===== src/rtl/pwm_cfg_sched.sv =====
// pwm_cfg_sched: double-buffered PWM configuration with carrier-aligned commit.
//
// Writes land in a shadow bank (24 angles, frequency, min/max pulse width).
// A commit request arms the block. The next carrier sync pulse copies the whole
// shadow bank into the active bank on one edge, so every active output changes
// together. If no sync arrives within SYN_TIMEOUT cycles, the request is dropped
// and o_err pulses.
//
// Optional feature: define PWM_CFG_CHECK_EN to reject inconsistent shadow
// settings. A commit is refused when Min >= Max or Frequency < Max; in that
// case o_err pulses instead of o_commit_done.
//
// Ports:
//   i_clk, i_reset             clock and asynchronous active-high reset
//   i_wr_valid/o_wr_ready      write handshake
//   i_wr_addr, i_wr_data       address map: 0..23 angles, 24 freq, 25 min, 26 max
//   i_commit_req               request a shadow-to-active commit
//   i_syn                      carrier sync pulse
//   o_initi_angle_BUS          active angles; module 1 at [383:368]
//   o_Frequency                active carrier period
//   o_PulWidth_Min             active minimum pulse width
//   o_PulWidth_Max             active maximum pulse width
//   o_busy                     high while armed and waiting for sync
//   o_commit_done              pulses for one cycle when a commit completes
//   o_err                      pulses for one cycle on a bad address, a timeout
//                              or a rejected commit
module pwm_cfg_sched #(
    parameter int unsigned SYN_TIMEOUT = 65535,
    parameter logic [15:0] FREQ_RST    = 16'd2000,
    parameter logic [15:0] PW_MIN_RST  = 16'd20,
    parameter logic [15:0] PW_MAX_RST  = 16'd1980
) (
    input  logic         i_clk,
    input  logic         i_reset,
    input  logic         i_wr_valid,
    output logic         o_wr_ready,
    input  logic [4:0]   i_wr_addr,
    input  logic [15:0]  i_wr_data,
    input  logic         i_commit_req,
    input  logic         i_syn,
    output logic [383:0] o_initi_angle_BUS,
    output logic [15:0]  o_Frequency,
    output logic [15:0]  o_PulWidth_Min,
    output logic [15:0]  o_PulWidth_Max,
    output logic         o_busy,
    output logic         o_commit_done,
    output logic         o_err
);

    localparam int unsigned NumAng     = 24;
    localparam logic [15:0] TimeoutCnt = 16'(SYN_TIMEOUT);

    typedef enum logic [1:0] {StIdle, StArmed, StCommit} state_t;

    state_t      state_q, state_d;
    logic [15:0] wait_cnt_q;
    logic        err_q;

    logic [15:0] sh_ang  [NumAng];
    logic [15:0] act_ang [NumAng];
    logic [15:0] sh_freq, sh_min, sh_max;
    logic [15:0] act_freq, act_min, act_max;

    logic wr_fire;
    logic addr_valid;
    logic timeout;
    logic commit_go;
    logic copy_en;
    logic commit_ok;

    assign wr_fire    = i_wr_valid && o_wr_ready;
    assign addr_valid = (i_wr_addr < 5'd27);
    assign timeout    = (state_q == StArmed) && (wait_cnt_q == TimeoutCnt);
    assign commit_go  = (state_q == StArmed) && i_syn;

`ifdef PWM_CFG_CHECK_EN
    logic shadow_ok;
    logic commit_ok_q;

    assign shadow_ok = (sh_min < sh_max) && (sh_freq >= sh_max);
    assign copy_en   = commit_go && shadow_ok;
    assign commit_ok = commit_ok_q;

    // Verdict is taken on entry to COMMIT and decides which pulse COMMIT emits.
    always_ff @(posedge i_clk or posedge i_reset) begin
        if (i_reset) begin
            commit_ok_q <= 1'b0;
        end else if (commit_go) begin
            commit_ok_q <= shadow_ok;
        end
    end
`else
    assign copy_en   = commit_go;
    assign commit_ok = 1'b1;
`endif

    // FSM state register and wait counter
    always_ff @(posedge i_clk or posedge i_reset) begin
        if (i_reset) begin
            state_q    <= StIdle;
            wait_cnt_q <= '0;
        end else begin
            state_q    <= state_d;
            wait_cnt_q <= (state_q == StArmed) ? wait_cnt_q + 16'd1 : '0;
        end
    end

    always_comb begin
        state_d = state_q;
        unique case (state_q)
            StIdle:   if (i_commit_req) state_d = StArmed;
            // Sync beats a timeout that lands in the same cycle.
            StArmed:  if (i_syn) state_d = StCommit;
                      else if (timeout) state_d = StIdle;
            StCommit: state_d = StIdle;
            default:  state_d = StIdle;
        endcase
    end

    // Shadow bank. Writes are only possible in IDLE, so they never collide with the copy.
    always_ff @(posedge i_clk or posedge i_reset) begin
        if (i_reset) begin
            for (int i = 0; i < NumAng; i++) sh_ang[i] <= '0;
            sh_freq <= FREQ_RST;
            sh_min  <= PW_MIN_RST;
            sh_max  <= PW_MAX_RST;
            err_q   <= 1'b0;
        end else begin
            err_q <= wr_fire && !addr_valid;
            if (wr_fire && addr_valid) begin
                for (int i = 0; i < NumAng; i++) begin
                    if (i_wr_addr == 5'(i)) sh_ang[i] <= i_wr_data;
                end
                if (i_wr_addr == 5'd24) sh_freq <= i_wr_data;
                if (i_wr_addr == 5'd25) sh_min  <= i_wr_data;
                if (i_wr_addr == 5'd26) sh_max  <= i_wr_data;
            end
        end
    end

    // Active bank, loaded on the edge into COMMIT so new values show while done is high.
    always_ff @(posedge i_clk or posedge i_reset) begin
        if (i_reset) begin
            for (int i = 0; i < NumAng; i++) act_ang[i] <= '0;
            act_freq <= FREQ_RST;
            act_min  <= PW_MIN_RST;
            act_max  <= PW_MAX_RST;
        end else if (copy_en) begin
            for (int i = 0; i < NumAng; i++) act_ang[i] <= sh_ang[i];
            act_freq <= sh_freq;
            act_min  <= sh_min;
            act_max  <= sh_max;
        end
    end

    always_comb begin
        o_initi_angle_BUS = '0;
        for (int i = 0; i < NumAng; i++) begin
            o_initi_angle_BUS[(NumAng - 1 - i) * 16 +: 16] = act_ang[i];
        end
    end

    assign o_Frequency    = act_freq;
    assign o_PulWidth_Min = act_min;
    assign o_PulWidth_Max = act_max;

    // Ready is held low while reset is asserted even though the state already reads IDLE.
    assign o_wr_ready    = (state_q == StIdle) && !i_reset;
    assign o_busy        = (state_q == StArmed);
    assign o_commit_done = (state_q == StCommit) && commit_ok;
    assign o_err         = err_q
                         || (timeout && !i_syn)
                         || ((state_q == StCommit) && !commit_ok);

endmodule

===== config.mk =====
export PLATFORM = sky130hd
export DESIGN_NAME = pwm_cfg_sched
export DESIGN_NICKNAME = d
export VERILOG_FILES = /design/src/rtl/pwm_cfg_sched.sv
export SDC_FILE = /design/constraint.sdc
export NUM_CORES = 2
export LEC_CHECK = 0
export ABC_AREA = 1
export CAP_MARGIN = 30
export CORE_ASPECT_RATIO = 0.8
export CORE_MARGIN = 1.5
export CORE_UTILIZATION = 50
export DETAILED_ROUTE_END_ITERATION = 12
export PLACE_DENSITY_LB_ADDON = 0.08
export SETUP_SLACK_MARGIN = 0.02
export SYNTH_ARGS = -nofsm -noshare
export SYNTH_HDL_FRONTEND = slang
export SYNTH_SLANG_ARGS = --single-unit

===== constraint.sdc =====
create_clock -name i_clk -period 81.2 [get_ports i_clk]
set_clock_uncertainty 0.2 [all_clocks]
set_input_delay 12.18 -clock i_clk [delete_from_list [all_inputs] [get_ports i_clk]]
set_output_delay 12.18 -clock i_clk [all_outputs]
set_load 0.005 [all_outputs]

==> flow_summary.html <==
<table>
<tr><th>Metric</th><th>Value</th></tr>
<tr><th colspan="2">Global route</th></tr>
<tr><td>First-pass GRT wire length</td><td>150 mm</td></tr>
<tr><td>Global-route total usage across every layer</td><td>0.281</td></tr>
<tr><td>Number of global-route vias before repair</td><td>25.3k</td></tr>
<tr><td>Remaining global-route overflow</td><td>0</td></tr>
<tr><td>Initial antenna violation count</td><td>6</td></tr>
<tr><td>Pin count of the biggest net entering global routing</td><td>241</td></tr>
<tr><th colspan="2">Clock tree</th></tr>
<tr><td>Maximum count of clock buffers along a single path</td><td>3</td></tr>
<tr><td>Total number of clock tree sinks</td><td>883</td></tr>
<tr><td>CTS tree</td><td>done</td></tr>
<tr><td>Post-CTS setup-driven buffer insertion count</td><td>0</td></tr>
<tr><td>Clock insertion delay at the later pin of the skew report</td><td>0.63 ns</td></tr>
<tr><td>Gates resized, CTS repair</td><td>0</td></tr>
<tr><td>Number of buffers inserted during clock tree synthesis</td><td>86</td></tr>
<tr><td>Post-cts hold buffer count</td><td>0</td></tr>
<tr><td>Clock transition at the registers of the reported paths</td><td>0.06 ns</td></tr>
<tr><td>Root buffer selected by CTS</td><td>sky130_fd_sc_hd__clkbuf_16</td></tr>
<tr><td>Number of H-tree levels</td><td>3</td></tr>
<tr><th colspan="2">Floorplanning</th></tr>
<tr><td>Die outline height</td><td>236 um</td></tr>
<tr><td>Num ports</td><td>462</td></tr>
<tr><td>Starting utilization of the core area</td><td>0.505</td></tr>
<tr><td>Core outline area</td><td>67100 um^2</td></tr>
<tr><td>Die Span X</td><td>294 um</td></tr>
<tr><td>Die area</td><td>69300 um^2</td></tr>
<tr><td>Cell Rows</td><td>85</td></tr>
<tr><th colspan="2">Logic synthesis</th></tr>
<tr><td>Number of distinct library cells after synthesis</td><td>31</td></tr>
<tr><td>Seq/Total Area, Yosys</td><td>0.654</td></tr>
<tr><td>Post-Syn Area per Cell</td><td>9.56 um^2</td></tr>
<tr><td>Mapped Cells</td><td>3540</td></tr>
<tr><td>Seq cells post-synth</td><td>883</td></tr>
<tr><td>Synth Warn #</td><td>0</td></tr>
<tr><td>Synthesized net count</td><td>3567</td></tr>
<tr><td>Synthesized area</td><td>33900 um^2</td></tr>
<tr><th colspan="2">Route</th></tr>
<tr><td>DRC violations left</td><td>0</td></tr>
<tr><td>Routed length per instance</td><td>20.0 um</td></tr>
<tr><td>Number of DRC violations after detailed-routing iteration 0</td><td>2367</td></tr>
<tr><td>DR vias</td><td>26.3k</td></tr>
<tr><td>Number of antenna-violating nets in the routed design</td><td>0</td></tr>
<tr><td>Vias per cell</td><td>5.42</td></tr>
<tr><td>Final WL</td><td>97.2 mm</td></tr>
<tr><td>Detailed-routing iteration count for the pre-antenna-repair pass</td><td>5</td></tr>
<tr><th colspan="2">Critical path</th></tr>
<tr><td>Worst-case register-to-register setup slack</td><td>77.87 ns</td></tr>
<tr><td>Signal arrival time at the worst endpoint</td><td>13.43 ns</td></tr>
<tr><td>Startpoint of the most critical register-to-register path</td><td>state_q[1]</td></tr>
<tr><td>Maximum fanout encountered on the critical timing path</td><td>2</td></tr>
<tr><td>FF-to-FF path depth</td><td>6</td></tr>
<tr><td>Crit path capture type</td><td>output pin</td></tr>
<tr><td>Startpoint types</td><td>primary input</td></tr>
<tr><td>End of the worst register-to-register path</td><td>sh_ang[137]</td></tr>
<tr><td>CP required</td><td>68.82 ns</td></tr>
<tr><td>Type of the worst setup path</td><td>in2out</td></tr>
<tr><th colspan="2">Pwr</th></tr>
<tr><td>IR drop worst, VDD</td><td>18.9 uV</td></tr>
<tr><td>Static Leakage</td><td>20.7 nW</td></tr>
<tr><td>Power per cell area</td><td>29.4 nW/um^2</td></tr>
<tr><th colspan="2">STA</th></tr>
<tr><td>Number of failing setup endpoints in the final timing report</td><td>0</td></tr>
<tr><td>Setup repair after global routing missed its margin</td><td>false</td></tr>
<tr><td>Least-Margin Pin Slew</td><td>1.11 ns</td></tr>
<tr><td>Worst hold margin</td><td>0.270 ns</td></tr>
<tr><td>Fmax</td><td>38.7 MHz</td></tr>
<tr><td>Max-Slew Margin vs Limit</td><td>0.261</td></tr>
<tr><td>Part of the cycle the worst path needs</td><td>0.318</td></tr>
<tr><td>Fin. Hold Viols</td><td>0</td></tr>
<tr><td>Fin Setup TNS</td><td>0 ns</td></tr>
<tr><td>Max-slew violation count</td><td>0</td></tr>
<tr><td>Final worst path period need</td><td>25.81 ns</td></tr>
<tr><th colspan="2">Finish</th></tr>
<tr><td># nets final</td><td>3900</td></tr>
<tr><td>Multi-input combinational cell area</td><td>10300 um^2</td></tr>
<tr><td>Synthesis-to-layout area growth</td><td>24.6%</td></tr>
<tr><td>Final design area excluding fillers</td><td>42200 um^2</td></tr>
<tr><td>Finished Core Util</td><td>0.629</td></tr>
<tr><td>Sequential cell area</td><td>22100 um^2</td></tr>
<tr><td>Total of fill cells in the finished design</td><td>5532</td></tr>
<tr><td>Share of layout cells above drive strength 1</td><td>0.0822</td></tr>
<tr><th colspan="2">Place</th></tr>
<tr><td>Detailed placement HPWL</td><td>58.9 mm</td></tr>
<tr><td>Final Wtd Congestion</td><td>0.844</td></tr>
<tr><td>Cell area reported after detailed placement</td><td>39000 um^2</td></tr>
<tr><td>Number of input and output port buffers inserted</td><td>461</td></tr>
<tr><th colspan="2">Hold path</th></tr>
<tr><td>Hold path startpoint</td><td>sh_ang[383]</td></tr>
<tr><td>Hold Path Stages</td><td>2</td></tr>
<tr><td>Worst min path class</td><td>reg2reg</td></tr>
<tr><td>Terminating pin of the worst hold path</td><td>o_initi_angle_BUS[383]</td></tr>
<tr><th colspan="2">Job</th></tr>
<tr><td>Number of max-capacitance violations reported</td><td>0</td></tr>
<tr><th colspan="2">Run status</th></tr>
<tr><td>Result of the run</td><td>finished, final reports clean</td></tr>
</table>
==> metrics by stage <==
step	setup slack [ns]	std cells	power, mW
3_3_place_gp	55.32	4673	0.819
5_1_grt	55.34	4858	1.30
2_1_floorplan	44.03	3540	0.668
4_1_cts	55.38	4850	1.25
6_report	55.39	4859	1.24
3_5_place_dp	55.38	4691	0.830
==> flip-flops by register name (all words and copies together) (netlist names) <==
register	count
sh_ang	384
wait_cnt_q	16
sh_freq	16
sh_min	16
o_PulWidth_Min	16
err_q	1
o_Frequency	16
o_PulWidth_Max	16
sh_max	16
state_q	2
o_initi_angle_BUS	384
==> how the worst max path moves through the flow <==
stage	slack [ns]	cells past startpoint	startpoint	end
after floorplan	44.03	1	i_reset	err_q
after detailed placement	55.38	3	i_reset	o_wr_ready
after global routing	55.34	3	i_reset	o_wr_ready
after CTS	55.38	3	i_reset	o_wr_ready
after global placement	55.32	3	i_reset	o_wr_ready
final	55.39	3	i_reset	o_wr_ready
==> layout make-up <==
cell class	instances	share of cell area
Clock inverter	36	0.0109
Antenna cell	2	0.000119
Clock buffer	123	0.0596
Tap cell	913	0.0271
Sequential cell	883	0.525
Inverter	39	0.00400
Multi-Input combinational cell	2357	0.245
Timing Repair Buffer	506	0.128
==> cells in the final DEF, fill, tap and decap left out, types with 2 or more instances in the layout <==
cell type	count
sky130_fd_sc_hd__clkinv_8	3
sky130_fd_sc_hd__nor2_1	78
sky130_fd_sc_hd__buf_16	15
sky130_fd_sc_hd__nor3_1	10
sky130_fd_sc_hd__buf_12	13
sky130_fd_sc_hd__inv_6	2
sky130_fd_sc_hd__o21bai_1	2
sky130_fd_sc_hd__nor3_2	3
sky130_fd_sc_hd__clkinvlp_4	6
sky130_fd_sc_hd__clkdlybuf4s50_1	461
sky130_fd_sc_hd__o21ai_0	714
sky130_fd_sc_hd__dfstp_2	32
sky130_fd_sc_hd__nand2_4	2
sky130_fd_sc_hd__clkinv_2	16
sky130_fd_sc_hd__clkbuf_1	16
sky130_fd_sc_hd__o21ai_1	62
sky130_fd_sc_hd__buf_4	17
sky130_fd_sc_hd__nand3_1	7
sky130_fd_sc_hd__nand2_2	9
sky130_fd_sc_hd__dfrtp_1	851
sky130_fd_sc_hd__o21ai_2	63
sky130_fd_sc_hd__nand4_1	6
sky130_fd_sc_hd__a21oi_1	38
sky130_fd_sc_hd__bufinv_16	9
sky130_fd_sc_hd__diode_2	2
sky130_fd_sc_hd__nor2_2	5
sky130_fd_sc_hd__inv_2	16
sky130_fd_sc_hd__inv_1	20
sky130_fd_sc_hd__clkbuf_8	20
sky130_fd_sc_hd__nand2_1	1350
sky130_fd_sc_hd__clkbuf_16	87
sky130_fd_sc_hd__inv_8	3
==> critical path, stage by stage <==
cell                              delay (ns)
sky130_fd_sc_hd__clkdlybuf4s50_1        0.52
sky130_fd_sc_hd__nor3_1                 0.20
sky130_fd_sc_hd__clkdlybuf4s50_1        0.53
==> logic make-up (layout without fill, tap and decap cells) <==
kind of cell,Yosys count,in the layout,synth area share
AOI/OAI and AO/OA,882,882,0.138
adders and majority gates,1,1,0.000369
other,0,2,0
xor gates and xnor gates,2,2,0.000517
buffers and inverters,300,704,0.0406
DFF,883,883,0.654
and+or+nand+nor,1472,1472,0.167
==> metal layers <==
layer / up-vias / wire length [um] / GRT usage
met2: 903 / 46100 / 0.441
met4: 0 / 3360 / 0.0992
met5: - / 0 / 0
met1: 13100 / 41700 / 0.402
li1: 12100 / - / -
met3: 187 / 6030 / 0.0415
==> where the power goes <==
part	total, mW	switching (mW)	internal (mW)
Sequential	0.578	0.0568	0.521
Clock	0.417	0.172	0.245
Combinational	0.246	0.122	0.124
Total	1.24	0.351	0.891
==> cells in the mapped netlist (all sizes together) <==
cell    instances  share of area
nor2           85          0.010
a31oi           1        0.00018
nor3           13         0.0024
clkbuf        151          0.017
a21oi          39         0.0059
dfstp          32          0.025
xor2            1        0.00026
nand4           6         0.0011
o21ai         839           0.13
ha              1        0.00037
o21bai          2        0.00044
xnor2           1        0.00026
buf           110          0.020
o21a            1        0.00022
dfrtp         851           0.63
nand2        1361           0.15
inv            39         0.0043
nand3           7         0.0010
Power figures use the tool's default switching activity.
